==> config.mk <==
export PLATFORM = sky130hd
export DESIGN_NAME = seg_scan_ctrl
export DESIGN_NICKNAME = d
export VERILOG_FILES = /design/src/rtl/seg_scan_ctrl.sv
export SDC_FILE = /design/constraint.sdc
export NUM_CORES = 1
export LEC_CHECK = 0
export CAP_MARGIN = 10
export CORE_MARGIN = 2
export CORE_UTILIZATION = 25
export DETAILED_ROUTE_END_ITERATION = 16
export PLACE_DENSITY_LB_ADDON = 0.25
export SYNTH_ARGS = -nofsm -noshare
export SYNTH_HDL_FRONTEND = slang
export SYNTH_SLANG_ARGS = --single-unit
==> constraint.sdc <==
create_clock -name clk -period 3.55 [get_ports clk]
set_input_delay 0.5325 -clock clk [delete_from_list [all_inputs] [get_ports clk]]
set_output_delay 0.5325 -clock clk [all_outputs]
set_load 0.1 [all_outputs]
==> src/rtl/seg_scan_ctrl.sv <==
// Two-digit 7-segment scan controller: latches a byte, encodes both nibbles, alternates the digit select.
// Latency: a loaded value appears on the segment outputs at the next frame boundary (dec 1->0 tick).
// No backpressure: loads are always accepted; a later load before commit replaces the pending value.
module seg_scan_ctrl #(
  parameter int nbits = 7,
  parameter int DIV   = 50000,
  parameter int CW    = 16
) (
  input  logic             clk,
  input  logic             rst,
  input  logic [7:0]       data_in,
  input  logic             load,
  input  logic             blank_lz,
  output logic [nbits-1:0] msb_seg,
  output logic [nbits-1:0] lsb_seg,
  output logic             dec,
  output logic [1:0]       an,
  output logic             ack
);

  // Hex nibble to active-high segment pattern, bit0 = a through bit6 = g.
  function automatic logic [6:0] f_seg_enc(input logic [3:0] nib);
    logic [6:0] code;
    case (nib)
      4'h0: code = 7'h3F;
      4'h1: code = 7'h06;
      4'h2: code = 7'h5B;
      4'h3: code = 7'h4F;
      4'h4: code = 7'h66;
      4'h5: code = 7'h6D;
      4'h6: code = 7'h7D;
      4'h7: code = 7'h07;
      4'h8: code = 7'h7F;
      4'h9: code = 7'h6F;
      4'hA: code = 7'h77;
      4'hB: code = 7'h7C;
      4'hC: code = 7'h39;
      4'hD: code = 7'h5E;
      4'hE: code = 7'h79;
      default: code = 7'h71;
    endcase
    return code;
  endfunction

  logic [CW-1:0]    r_cnt;
  logic             r_dec;
  logic [1:0]       r_an;
  logic [7:0]       r_pend;
  logic             r_pend_vld;
  logic [7:0]       r_shown;
  logic             r_shown_vld;
  logic [nbits-1:0] r_msb_seg;
  logic [nbits-1:0] r_lsb_seg;
  logic             r_ack;

  logic             w_tick;
  logic             w_commit;
  logic [7:0]       w_shown_nxt;
  logic             w_shown_vld_nxt;
  logic [6:0]       w_msb_code;
  logic [6:0]       w_lsb_code;

  assign w_tick   = (r_cnt == CW'(DIV - 1));
  // The frame boundary is the tick that ends the high-digit slot.
  assign w_commit = w_tick & r_dec & r_pend_vld;

  // Next displayed value and its segment codes; blanking follows blank_lz every cycle.
  always_comb begin
    w_shown_nxt     = r_shown;
    w_shown_vld_nxt = r_shown_vld;
    w_msb_code      = 7'h00;
    w_lsb_code      = 7'h00;
    if (w_commit) begin
      w_shown_nxt     = r_pend;
      w_shown_vld_nxt = 1'b1;
    end
    if (w_shown_vld_nxt) begin
      w_lsb_code = f_seg_enc(w_shown_nxt[3:0]);
      if (!(blank_lz && (w_shown_nxt[7:4] == 4'h0))) begin
        w_msb_code = f_seg_enc(w_shown_nxt[7:4]);
      end
    end
  end

  // Prescaler: counts 0..DIV-1 and wraps.
  always_ff @(posedge clk or posedge rst) begin
    if (rst) begin
      r_cnt <= '0;
    end else if (w_tick) begin
      r_cnt <= '0;
    end else begin
      r_cnt <= r_cnt + CW'(1);
    end
  end

  // Digit select and matching enables flip once per slot.
  always_ff @(posedge clk or posedge rst) begin
    if (rst) begin
      r_dec <= 1'b0;
      r_an  <= 2'b01;
    end else if (w_tick) begin
      r_dec <= ~r_dec;
      r_an  <= {~r_dec, r_dec};
    end
  end

  // Pending register: a load always wins, even on the commit edge (old value is committed).
  always_ff @(posedge clk or posedge rst) begin
    if (rst) begin
      r_pend     <= 8'h00;
      r_pend_vld <= 1'b0;
    end else if (load) begin
      r_pend     <= data_in;
      r_pend_vld <= 1'b1;
    end else if (w_commit) begin
      r_pend_vld <= 1'b0;
    end
  end

  // Displayed value, updated only at a frame boundary.
  always_ff @(posedge clk or posedge rst) begin
    if (rst) begin
      r_shown     <= 8'h00;
      r_shown_vld <= 1'b0;
    end else begin
      r_shown     <= w_shown_nxt;
      r_shown_vld <= w_shown_vld_nxt;
    end
  end

  // Registered segment outputs and one-cycle commit acknowledge.
  always_ff @(posedge clk or posedge rst) begin
    if (rst) begin
      r_msb_seg <= '0;
      r_lsb_seg <= '0;
      r_ack     <= 1'b0;
    end else begin
      r_msb_seg <= nbits'(w_msb_code);
      r_lsb_seg <= nbits'(w_lsb_code);
      r_ack     <= w_commit;
    end
  end

  assign msb_seg = r_msb_seg;
  assign lsb_seg = r_lsb_seg;
  assign dec     = r_dec;
  assign an      = r_an;
  assign ack     = r_ack;

endmodule

### Word level (Yosys, flattened, before mapping)

Memories as Yosys holds them, arrays and structs flattened.
Index checks and enable logic that the tools add are counted.

| cells by class | value |
|---|---|
| add/subtract/negate cells | 1 |
| eq/ne operators | 1 |
| muxes and demuxes | 8 |
| bitwise logic cells | 3 |
| reductions and logical operators | 3 |

Operators with widths:

| cell | number |
|---|---|
| 7-bit 2-to-1 mux | 3 |
| 16-bit by 1-bit adder with 16-bit output (second input constant) | 1 |
| 16-bit equality test (second input constant) | 1 |
| 16-bit 2-to-1 mux | 1 |
| 8-bit 2-to-1 mux | 1 |
| 4-bit zero test | 1 |
| 1-bit 2-to-1 mux | 3 |
| 1-bit bitwise AND | 2 |
| 2-bit nonzero test | 1 |
| 1-bit logical AND | 1 |
| 1-bit inverter | 1 |

| storage, ports and cells | value |
|---|---|
| register bits | 52 |
| memory bits (read-only) | 224 |
| input bits | 12 |
| output and inout port bits | 18 |
| logic and storage cells | 28 |
| memories | 2 |

Memory list:

| memory | depth | bits a word | rd ports | clocked after memory_dff | wr ports | line | RTL |
|---|---|---|---|---|---|---|---|
| (name not given) | 16 | 7 | 1 | 0 | 0 | 24 | `case (nib)` |
| (name not given) | 16 | 7 | 1 | 0 | 0 | 24 |  |

### Longest topological paths before layout

| depth | value |
|---|---|
| depth in word-level cells | 8 |
| depth in mapped cells | 16 |
| depth with buffers taken out | 12 |

### Worst setup path before layout

No wires, ideal clock.

| timing | value |
|---|---|
| kind | reg2reg |
| start point | reg r_cnt[0] |
| end point | reg r_msb_seg[3] (netlist: msb_seg[3]) |
| setup time | 0.111 ns |
| arrival time | 2.840 ns |
| data required time | 3.439 ns |
| slack | 0.598 ns |
| stages on the path, launching flop included | 14 |
| buffers on the path | 4 |
| period minus slack after synthesis | 2.952 ns |
| cell sequence | dfrtp_1 ha_1 and3_1 clkbuf_1 and4_1 buf_2 nand3_4 buf_2 clkbuf_1 nand2_1 o21ai_0 ha_1 mux2_1 a2111oi_2 |

| between the ends | value |
|---|---|
| cells in the longest elaborated chain, start to end | 8 |
| elaborated cells between the ends (all ways) | 10 |
| those cells by class | eq/ne (1); mux (4); bitwise (2); reduce/logical (2); memory (1) |

Ends and longest elaborated chain:

| item | line | RTL |
|---|---|---|
| from (decl) | 45 | `logic [CW-1:0] r_cnt;` |
| from (signal assigned) | 92 | `r_cnt <= r_cnt + CW'(1);` |
| 16-bit equality test * | 63 | `assign w_tick = (r_cnt == CW'(DIV - 1));` |
| 1-bit bitwise AND * (2 in a row) | 65 | `assign w_commit = w_tick & r_dec & r_pend_vld;` |
| branches (longest 4 deep; another with memory read 16 x 7 bit) | - |  |
| 7-bit 2-to-1 mux * | 77 | `if (w_shown_vld_nxt) begin` |
| net w_msb_code[3] | 60 | `logic [6:0] w_msb_code;` |
| to (signal assigned) | 138 | `r_msb_seg <= nbits'(w_msb_code);` |
| to (decl) | 52 | `logic [nbits-1:0] r_msb_seg;` |

Mark *: on every way through the listed nets, which the timed path passes.
A chain may end at the register's enable or synchronous reset.

### Worst setup path after layout

| timing | value |
|---|---|
| start point | reg r_cnt[0] |
| end point | reg r_lsb_seg[6] (netlist: lsb_seg[6]) |

| between the ends | value |
|---|---|
| cells in the longest elaborated chain, start to end | 6 |
| elaborated cells between the ends (all ways) | 7 |
| those cells by class | eq/ne (1); mux (3); bitwise (2); memory (1) |

Ends and longest elaborated chain:

| item | line | RTL |
|---|---|---|
| 16-bit equality test | 63 |  |
| 1-bit bitwise AND (2 in a row) | 65 |  |
| 8-bit 2-to-1 mux | 73 | `if (w_commit) begin` |
| net w_shown_nxt[0] | 58 | `logic [7:0] w_shown_nxt;` |
| memory read 16 x 7 bit | - |  |
| 7-bit 2-to-1 mux | 77 |  |
| net w_lsb_code[6] | 61 | `logic [6:0] w_lsb_code;` |
| to (signal assigned) | 139 | `r_lsb_seg <= nbits'(w_lsb_code);` |
| to (decl) | 53 | `logic [nbits-1:0] r_lsb_seg;` |

The timed path passes the listed nets, and every way through them passes these cells.

==> run_results.csv <==
group,metric,value,unit
die,coreArea,11400,µm²
timing,hold_viol_final,0,
worst_setup_path,crit_fanout,19,
power,power_frac_clock,42.9,%
synthesis,syn_area_per_cell,8.98,µm²
die,fp.dieH,112,µm
power,vdd_drop_max,0.173,mV
worst_setup_path,reg2reg_from,"r_cnt[0]$_DFF_PP0_",
worst_setup_path,cp_cell_sequence,"ha_1, and3_1, and4_1, nand3_4, mux2i_1, inv_1, ha_1, nor2_1, mux2i_1, and2_1, a221oi_1",
synthesis,synthCells,322,
synthesis,synth_flop_cell,"dfrtp_1",
synthesis,ys_ff_latch,51,
clock_network,cts_resized,0,
layout,fillers,1185,
placement,pre_cts_slack,603,ps
clock_network,cts_tree,"built",
placement,place.gp.congestion,0.885,
synthesis,ys_warn_count,0,
synthesis,synth_top_area_share,43.3,%
worst_hold_path,hold_path.class,"reg -> reg",
synthesis,synth_edf_count,0,
clock_network,clock_path_buffers,2,
die,start_util,25.4,%
timing,worstMarginPinSlew,979,ps
detailed_routing,ant_nets,0,
global_routing,grt_pass1_vias,2346,
clock_network,clk_pin_slew_worst_paths,70,ps
clock_network,htree_levels,2,
layout,drive_gt1_share,8.24,%
worst_setup_path,startpoint_type,"register",
global_routing,grt.total_usage,11.7,%
worst_setup_path,cp_slowest_cell,"mux2i_1",
clock_network,clockRootBuffer,"clkbuf_16",
timing,timing.slew.headroom,34.5,%
global_routing,grt_antenna_before_repair,0,
synthesis,synth.largest_area_cell,"dfrtp_1",
power,power_per_cell_area,343,nW/µm²
layout,diodes,0,
clock_network,cts_buffers,5,
synthesis,synth_area_leaders,"dfrtp_1, nand2_1, nor2_1",
layout,final_cell_mix,"dfrtp_1, nand2_1, nor2_1",
worst_setup_path,crit_arrival,3140,ps
die,pin_count,30,
timing,worst_slack,600,ps
synthesis,yosysUniqueCellTypes,55,
timing,min_period_over_period,83.1,%
synthesis,async_flop_share,100,%
power,leakage,1.50,nW
die,die_w,112,µm
timing,fin_skew,6.18,ps
worst_hold_path,hold_depth,1,
detailed_routing,vias_per_cell,4.90,
clock_network,holdBufCountCts,0,
worst_hold_path,hold_end,"r_cnt[0]$_DFF_PP0_",
power,p_int,0.886,mW
timing,finalSetupTns,0,ps
placement,hpwl,5020,µm
placement,portBuffers,29,
layout,final_common_cell,"dfrtp_1",
global_routing,grt_overflow_total,0,
layout,final_util,30.4,%
worst_setup_path,crit_required,3740,ps
die,rows,39,
power,pwr-share-comb,5.4,%
global_routing,grt_max_degree,31,
timing,setup_violations,0,
clock_network,clkLatencyLatePin,290,ps
timing,whs,452,ps
power,p_sw_share,25.1,%
worst_setup_path,criticalPathCategory,"reg -> reg",
worst_setup_path,end_kind,"register",
timing,grt_setup_unrepaired,"no",
detailed_routing,wl,6960,µm
synthesis,synth.net_count,341,
clock_network,post_cts_buffers,0,
die,die_area,12400,µm²
layout,num-nets-final,358,
detailed_routing,wl_per_cell,14.4,µm
layout,syn_to_final_growth,19.3,%
synthesis,synth.yosys.seq_area_share,44.2,%
synthesis,syn_area,2890,µm²
placement,dpl.cell_count,475,
timing,fmax,339,MHz
detailed_routing,drcViolationCount,0,
worst_setup_path,rrSetupSlack,600,ps
global_routing,grt_pass1_wl,11900,µm
outcome,outcome,"complete, no violations",
detailed_routing,vias,2365,
power,sequentialPowerShare,51.7,%
worst_setup_path,max_stage_delay,410,ps
worst_setup_path,reg2reg_depth,11,
detailed_routing,first_pass_iters,4,
worst_hold_path,worstHoldStart,"r_cnt[0]$_DFF_PP0_",
timing,maxSlewViolCount,0,
clock_network,cts_sinks,51,
detailed_routing,drtIter0Drc,112,
power,p_sw,0.298,mW
job,cap_violations,0,
layout,layout.cells.non_filler,483,
worst_setup_path,r2r_end,"lsb_seg[6]$_DFF_PP0_",
timing,period_needed,2950,ps
## through the flow
| step | cell area, µm² | power (mW) |
|---|---|---|
| after floorplan | 2890 | 0.659 |
| after global placement | 3300 | 0.688 |
| after detailed placement | 3300 | 0.687 |
| after CTS | 3450 | 1.20 |
| after global routing | 3450 | 1.24 |
| final | 3450 | 1.18 |
## Yosys cell counts, drive strengths merged (5+ instances only)
| cell | number |
|---|---|
| and3 | 5 |
| mux2i | 7 |
| nor3 | 7 |
| mux2 | 6 |
| xnor2 | 7 |
| clkbuf | 18 |
| a31oi | 5 |
| buf | 6 |
| dfrtp | 50 |
| nor2 | 33 |
| nand3 | 15 |
| xor2 | 6 |
| ha | 7 |
| o21ai | 23 |
| a21oi | 18 |
| nand2 | 33 |
| inv | 19 |
## worst max path at each step
stage | from | to | slack, ps | depth (start not counted)
2_1_floorplan | r_cnt[0]$_DFF_PP0_ | msb_seg[3]$_DFF_PP0_ | 600 | 13
3_3_place_gp | r_cnt[5]$_DFF_PP0_ | lsb_seg[6]$_DFF_PP0_ | 610 | 10
3_5_place_dp | r_cnt[0]$_DFF_PP0_ | lsb_seg[6]$_DFF_PP0_ | 600 | 11
4_1_cts | r_cnt[0]$_DFF_PP0_ | lsb_seg[6]$_DFF_PP0_ | 560 | 11
5_1_grt | r_cnt[0]$_DFF_PP0_ | lsb_seg[6]$_DFF_PP0_ | 340 | 11
6_report | r_cnt[0]$_DFF_PP0_ | lsb_seg[6]$_DFF_PP0_ | 600 | 11
## critical path: cells and delay by family, from the launching register on
kind	cells	cell delay [ps]
buf+inv	1	110
fa+ha+maj	2	440
simple gates	5	1110
flops	1	370
compound gates	1	260
mux	2	550
## registers in the layout (all words and copies together), names as in the netlist
name	flops
r_pend	8
r_shown	8
lsb_seg	7
ack	1
dec	1
r_cnt	16
r_pend_vld	1
r_shown_vld	1
msb_seg	7
an	1
## cell families (layout without fill, tap and decap cells)
kind of cell / after synthesis / count (layout) / share of synthesized area (%)
AOI/OAI and AO/OA: 75 / 75 / 16.7
xor gates and xnor gates: 13 / 13 / 3.94
adders and majority gates: 7 / 7 / 3.03
buffers and inverters: 43 / 61 / 5.93
DFF: 51 / 51 / 44.2
muxes: 13 / 13 / 4.76
and+or+nand+nor: 120 / 120 / 21.5
## layout make-up
cell class              count  area, µm²  share of cell area [%]
clock inverters             3       26.3                   0.761
multi-input cells         228       1440                    41.8
inverters                  19       71.3                    2.07
repair buffers             34        328                    9.50
well taps                 143        179                    5.18
clock buffers               5        125                    3.63
flip-flops and latches     51       1280                    37.0
## metal layers
metal	track usage, %	part of all wire, %	up-vias
met4	4.36	1.2	0
met5	0	0	-
met1	16.4	49	1127
met2	18.4	45	71
met3	1.80	5.4	5
li1	-	-	1162
## power groups by stage
stage               combinational (mW)  sequential, mW  clock (mW)
finish                          0.0639           0.612       0.508
detailed placement              0.0647           0.623           0
global route                    0.0732           0.615       0.547
CTS                             0.0650           0.611       0.522
floorplan                       0.0532           0.606           0
global placement                0.0652           0.623           0
Note: power is estimated with default switching activity, not from simulation.
==> variant 1, RTL diff (same settings) <==
Put one more register stage on the output `msb_seg`, cleared by the reset. The value now appears one clock later. The other outputs are not delayed to match.
--- a/src/rtl/seg_scan_ctrl.sv
+++ b/src/rtl/seg_scan_ctrl.sv
@@ -141,7 +141,13 @@
     end
   end
 
-  assign msb_seg = r_msb_seg;
+  always_ff @(posedge clk or posedge rst) begin
+    if (rst) begin
+      msb_seg <= '0;
+    end else begin
+      msb_seg <= r_msb_seg;
+    end
+  end
   assign lsb_seg = r_lsb_seg;
   assign dec     = r_dec;
   assign an      = r_an;
Check against the original RTL: no difference found for any inputs over 10 cycles, from zero or initial values and one cycle with rst high; that may be too few to reach the edited logic, so the function may still have changed.
==> variant 1 against the original RTL <==
  * Worst setup slack got worse by 0.052 ns
  * Largest power group is now the clock network
  * Final area increased by 9.2%
  * Sequential cell count increased by 7
  * Total power increased by 30%
  * Area after synthesis increased by 6.7%
  * Synthesized cell count increased by 1.6%
  * Maximum frequency decreased by 1.7%
  * Wire length increased by 6.2%
==> variant 1: results (changes against the original RTL) <==
CP Data Arrival Time 3.22 ns (+0.08 ns); Ant. Diodes 0 (unchanged); compound-gate portion of the synthesized area 0.159 (-0.00812); clock-pin slew on the worst setup and hold paths 0.05 ns (-0.02 ns); antenna violations before repair 0 (unchanged); leading post-synthesis cells by cell area dfrtp_1, nand2_1, nor2_1; Async SR Flop Fraction 1.00 (unchanged); CTS Buf Count 9 (+4); Worst Tran Pin Value 0.976 ns (-0.00258 ns); number of DRC markers in iteration 0 209 (+87%); root buffer cell clkbuf_16; vias in the first global route 2440 (+4.0%); layout cell share with drive strength beyond 1 0.104 (+0.0216); setup bufs post-CTS 0 (unchanged); fraction of the mapped netlist area in adder cells 0.0284 (-0.00191); Wirelength per Cell 14.7 µm (+1.9%); Via density 4.85 (-0.85%); DPL Wire Length 5200 µm (+3.7%); Pleak 1.68 nW (+12%); Layout Nets 370 (+3.4%); Max FO, Critical Path 21 (+2); placed insts 487 (+2.5%); overall routed net length 7390 µm (+6.2%); multiplexer share of the synthesized area 0.0474 (-0.000171); GRT Total Usage 0.123 (+0.00596); outcome finished clean; Filler cells 1252 (+5.7%); synth cell count leaders dfrtp_1, nand2_1, nor2_1; GPL Wtd Cong 0.830 (-6.2%); worst skew pair latency 0.33 ns (+0.04 ns); clock skew 0.00529 ns (-0.000888 ns); pre-CTS WS 0.569 ns (-0.0345 ns); Yosys Warn Count 0 (unchanged); family with the most delay on the worst path simple AND/OR/NAND/NOR gates; Port Buf Inserts 29 (unchanged); htree depth 3 (+1); post-synthesis net count 346 (+1.5%); Cell variety after synth 57 (+3.6%); first-pass GRT wire length 12700 µm (+6.5%); largest net degree at the start of global routing 34 (+9.7%); Syn Inst Count 327 (+1.6%); Max VDD drop 0.180 mV (+4.1%); Regs by FF count r_cnt: 16 flops, r_pend: 8 flops, r_shown: 8 flops; sequential share of the synthesized area 0.470 (+0.0288); Synth Area in XOR/XNOR 0.0369 (-0.00249)
## variant 1: path summary, 6_finish.rpt
kind	start	end	slack, ns	depth (start not counted)
min reg2reg	r_msb_seg[2]$_DFF_PP0_	msb_seg[2]$_DFF_PP0_	0.35	0
min in group asynchronous	rst	msb_seg[3]$_DFF_PP0_	0.64	2
min	r_msb_seg[2]$_DFF_PP0_	msb_seg[2]$_DFF_PP0_	0.35	0
max	r_cnt[0]$_DFF_PP0_	lsb_seg[6]$_DFF_PP0_	0.55	11
max reg2reg	r_cnt[0]$_DFF_PP0_	lsb_seg[6]$_DFF_PP0_	0.55	11
max in group asynchronous	rst	r_cnt[10]$_DFF_PP0_	2.25	3
## variant 1: layer usage
metal,wire (µm),up-vias,GRT usage
met5,0,-,0
met4,208,0,0.0610
met3,429,16,0.0364
met2,3000,83,0.170
met1,3760,1139,0.174
li1,-,1204,-
## variant 1: layout make-up
class | count | share of cell area
multi-input combinational | 228 | 0.386
sequential | 58 | 0.385
timing repair buffer | 34 | 0.0870
clock buffer | 11 | 0.0644
tap | 147 | 0.0488
inverter | 20 | 0.0199
clock inverter | 5 | 0.00797
## variant 1: power by group
part / switching [mW] / internal, mW
combinational: 0.0378 / 0.0270
clock: 0.300 / 0.486
sequential: 0.0221 / 0.671
total: 0.360 / 1.18
## variant 1: per-stage QoR
step / total power [mW] / cell area [µm²] / hold WS [ns]
3_5_place_dp: 0.770 / 3500 / 0.337
4_1_cts: 1.57 / 3770 / 0.349
3_3_place_gp: 0.770 / 3500 / 0.336
5_1_grt: 1.61 / 3770 / 0.356
2_1_floorplan: 0.739 / 3090 / 0.331
6_report: 1.54 / 3770 / 0.348
==> variant 2, RTL diff (config.mk and constraints unchanged) <==
Without the edit above. Change the parameter `CW` from 16 to 32.
--- a/src/rtl/seg_scan_ctrl.sv
+++ b/src/rtl/seg_scan_ctrl.sv
@@ -4,7 +4,7 @@
 module seg_scan_ctrl #(
   parameter int nbits = 7,
   parameter int DIV   = 50000,
-  parameter int CW    = 16
+  parameter int CW    = 32
 ) (
   input  logic             clk,
   input  logic             rst,
Behaviour: no difference found for any inputs over 10 cycles, from zero or initial values and one cycle with rst high; that may be too few to reach the edited logic, so the function may still have changed.
==> variant 2 against the original RTL <==
  * Area after synthesis up 20%
  * Core utilization up 0.64 points
  * Total power up 39%
  * Wire length up 6.4%
  * Clock skew about the same
  * Worst setup slack better by 0.039 ns
  * Sequential cell count up 16
  * First-iteration DRC count down 7.1%
  * Synthesized cell count down 0.93%
  * Count of clock-buffer cells in the layout up 6
  * Final area up 23%
  * Global-route usage down 0.88 points
  * Critical path depth down 2
  * Critical endpoint is now msb_seg[3]$_DFF_PP0_
==> variant 2: results (changes against the original RTL) <==
layout cell share with drive strength beyond 1 0.164 (+0.0815); htree depth 3 (+1); Rel. slew slack 0.351 (+0.00556); vias in the first global route 2467 (+5.2%); CP Data Arrival Time 3.14 ns (about the same); Pleak 1.89 nW (+26%); setup bufs post-CTS 0 (unchanged); clock skew 0.00601 ns (-0.000173 ns); Ant. Diodes 0 (unchanged); Via density 4.56 (-6.9%); TritonRoute pass-1 iters 4 (unchanged); Max FO, Critical Path 22 (+3); placed cell area 3990 µm² (+21%); GPL Wtd Cong 0.804 (-9.2%); number of DRC markers in iteration 0 104 (-7.1%); pre-CTS WS 0.616 ns (+0.0129 ns); worst skew pair latency 0.32 ns (+0.03 ns); Port Buf Inserts 29 (unchanged); synth cell count leaders dfrtp_1, nor2_1, nand3_1; Regs by FF count r_cnt: 32 flops, r_pend: 8 flops, r_shown: 8 flops; largest net degree at the start of global routing 47 (+52%); CTS Buf Count 9 (+4); Max VDD drop 0.222 mV (+28%); overall routed net length 7400 µm (+6.4%); Layout Nets 374 (+4.5%); sequential share of the synthesized area 0.482 (+0.0406); post-synthesis net count 338 (-0.88%); first-pass GRT wire length 12600 µm (+6.1%); DPL Wire Length 5300 µm (+5.7%); Cell variety after synth 61 (+11%); GRT Total Usage 0.108 (-0.00884); outcome finished clean; leading post-synthesis cells by cell area dfrtp_1, xnor2_1, mux2_2
## variant 2: changes by cell type after synthesis, sizes merged, moves of 7 or more
cell,unedited run,this run
dfrtp,50,66
o21ai,23,4
a21oi,18,5
xnor2,7,18
mux2,6,14
clkbuf,18,4
nand2,33,19
nand3,15,23
xor2,6,13
## variant 2: cell type report
| cell class | count | area (µm²) |
|---|---|---|
| fillers | 1414 | 9470 |
| well taps | 180 | 225 |
| multi-input cells | 224 | 1670 |
| inverters | 19 | 73.8 |
| clock buffers | 11 | 233 |
| flip-flops and latches | 67 | 1680 |
| clock inverters | 5 | 30.0 |
| repair buffers | 34 | 340 |
## variant 2: cell families (layout without fill, tap and decap cells)
family | count (synthesis) | after routing | synth area share
mux | 27 | 27 | 0.0956
fa+ha+maj | 7 | 7 | 0.0252
buf+inv | 28 | 69 | 0.0374
compound gates | 35 | 35 | 0.0816
flops | 67 | 67 | 0.482
xor+xnor | 31 | 31 | 0.0780
simple gates | 124 | 124 | 0.200
## variant 2: path summary, 6_finish.rpt
kind,startpoint,endpoint,slack (ns),depth (start not counted)
worst max register to register,r_cnt[10]$_DFF_PP0_,msb_seg[3]$_DFF_PP0_,0.64,9
min in group asynchronous,rst,r_cnt[12]$_DFF_PP0_,0.56,2
worst max-delay path,r_cnt[10]$_DFF_PP0_,msb_seg[3]$_DFF_PP0_,0.64,9
worst min-delay path,r_cnt[0]$_DFF_PP0_,r_cnt[0]$_DFF_PP0_,0.46,1
worst min register to register,r_cnt[0]$_DFF_PP0_,r_cnt[0]$_DFF_PP0_,0.46,1
max in group asynchronous,rst,an[0]$_DFFE_PP1N_,2.32,3
## variant 2: through the flow
stage | std cells | util | power (mW)
detailed placement | 524 | 0.291 | 0.862
global placement | 524 | 0.291 | 0.861
CTS | 540 | 0.310 | 1.68
floorplan | 319 | - | 0.833
finish | 540 | 0.310 | 1.64
global route | 540 | 0.310 | 1.71
## variant 2: routing by layer
metal  global-route usage  share of wire  vias to the layer above
met5                    0              0                        -
met4               0.0359          0.011                        0
met3               0.0248          0.031                        5
met2                0.174           0.48                       30
met1                0.144           0.48                     1215
li1                     -              -                     1212
## variant 2: worst max-delay path: stages (launching register included)
cell      delay [ns]
dfrtp_1         0.44
nor4_2          0.35
and4_2          0.32
nand3_4         0.32
inv_2           0.37
nand2_1         0.17
nand2_1         0.12
ha_1            0.24
mux2_2          0.26
a211oi_1        0.23
## variant 2: power by group
part	internal (mW)	leakage, nW	switching (mW)
logic	0.0271	0.866	0.0275
registers	0.773	0.895	0.0187
clock network	0.469	0.125	0.325
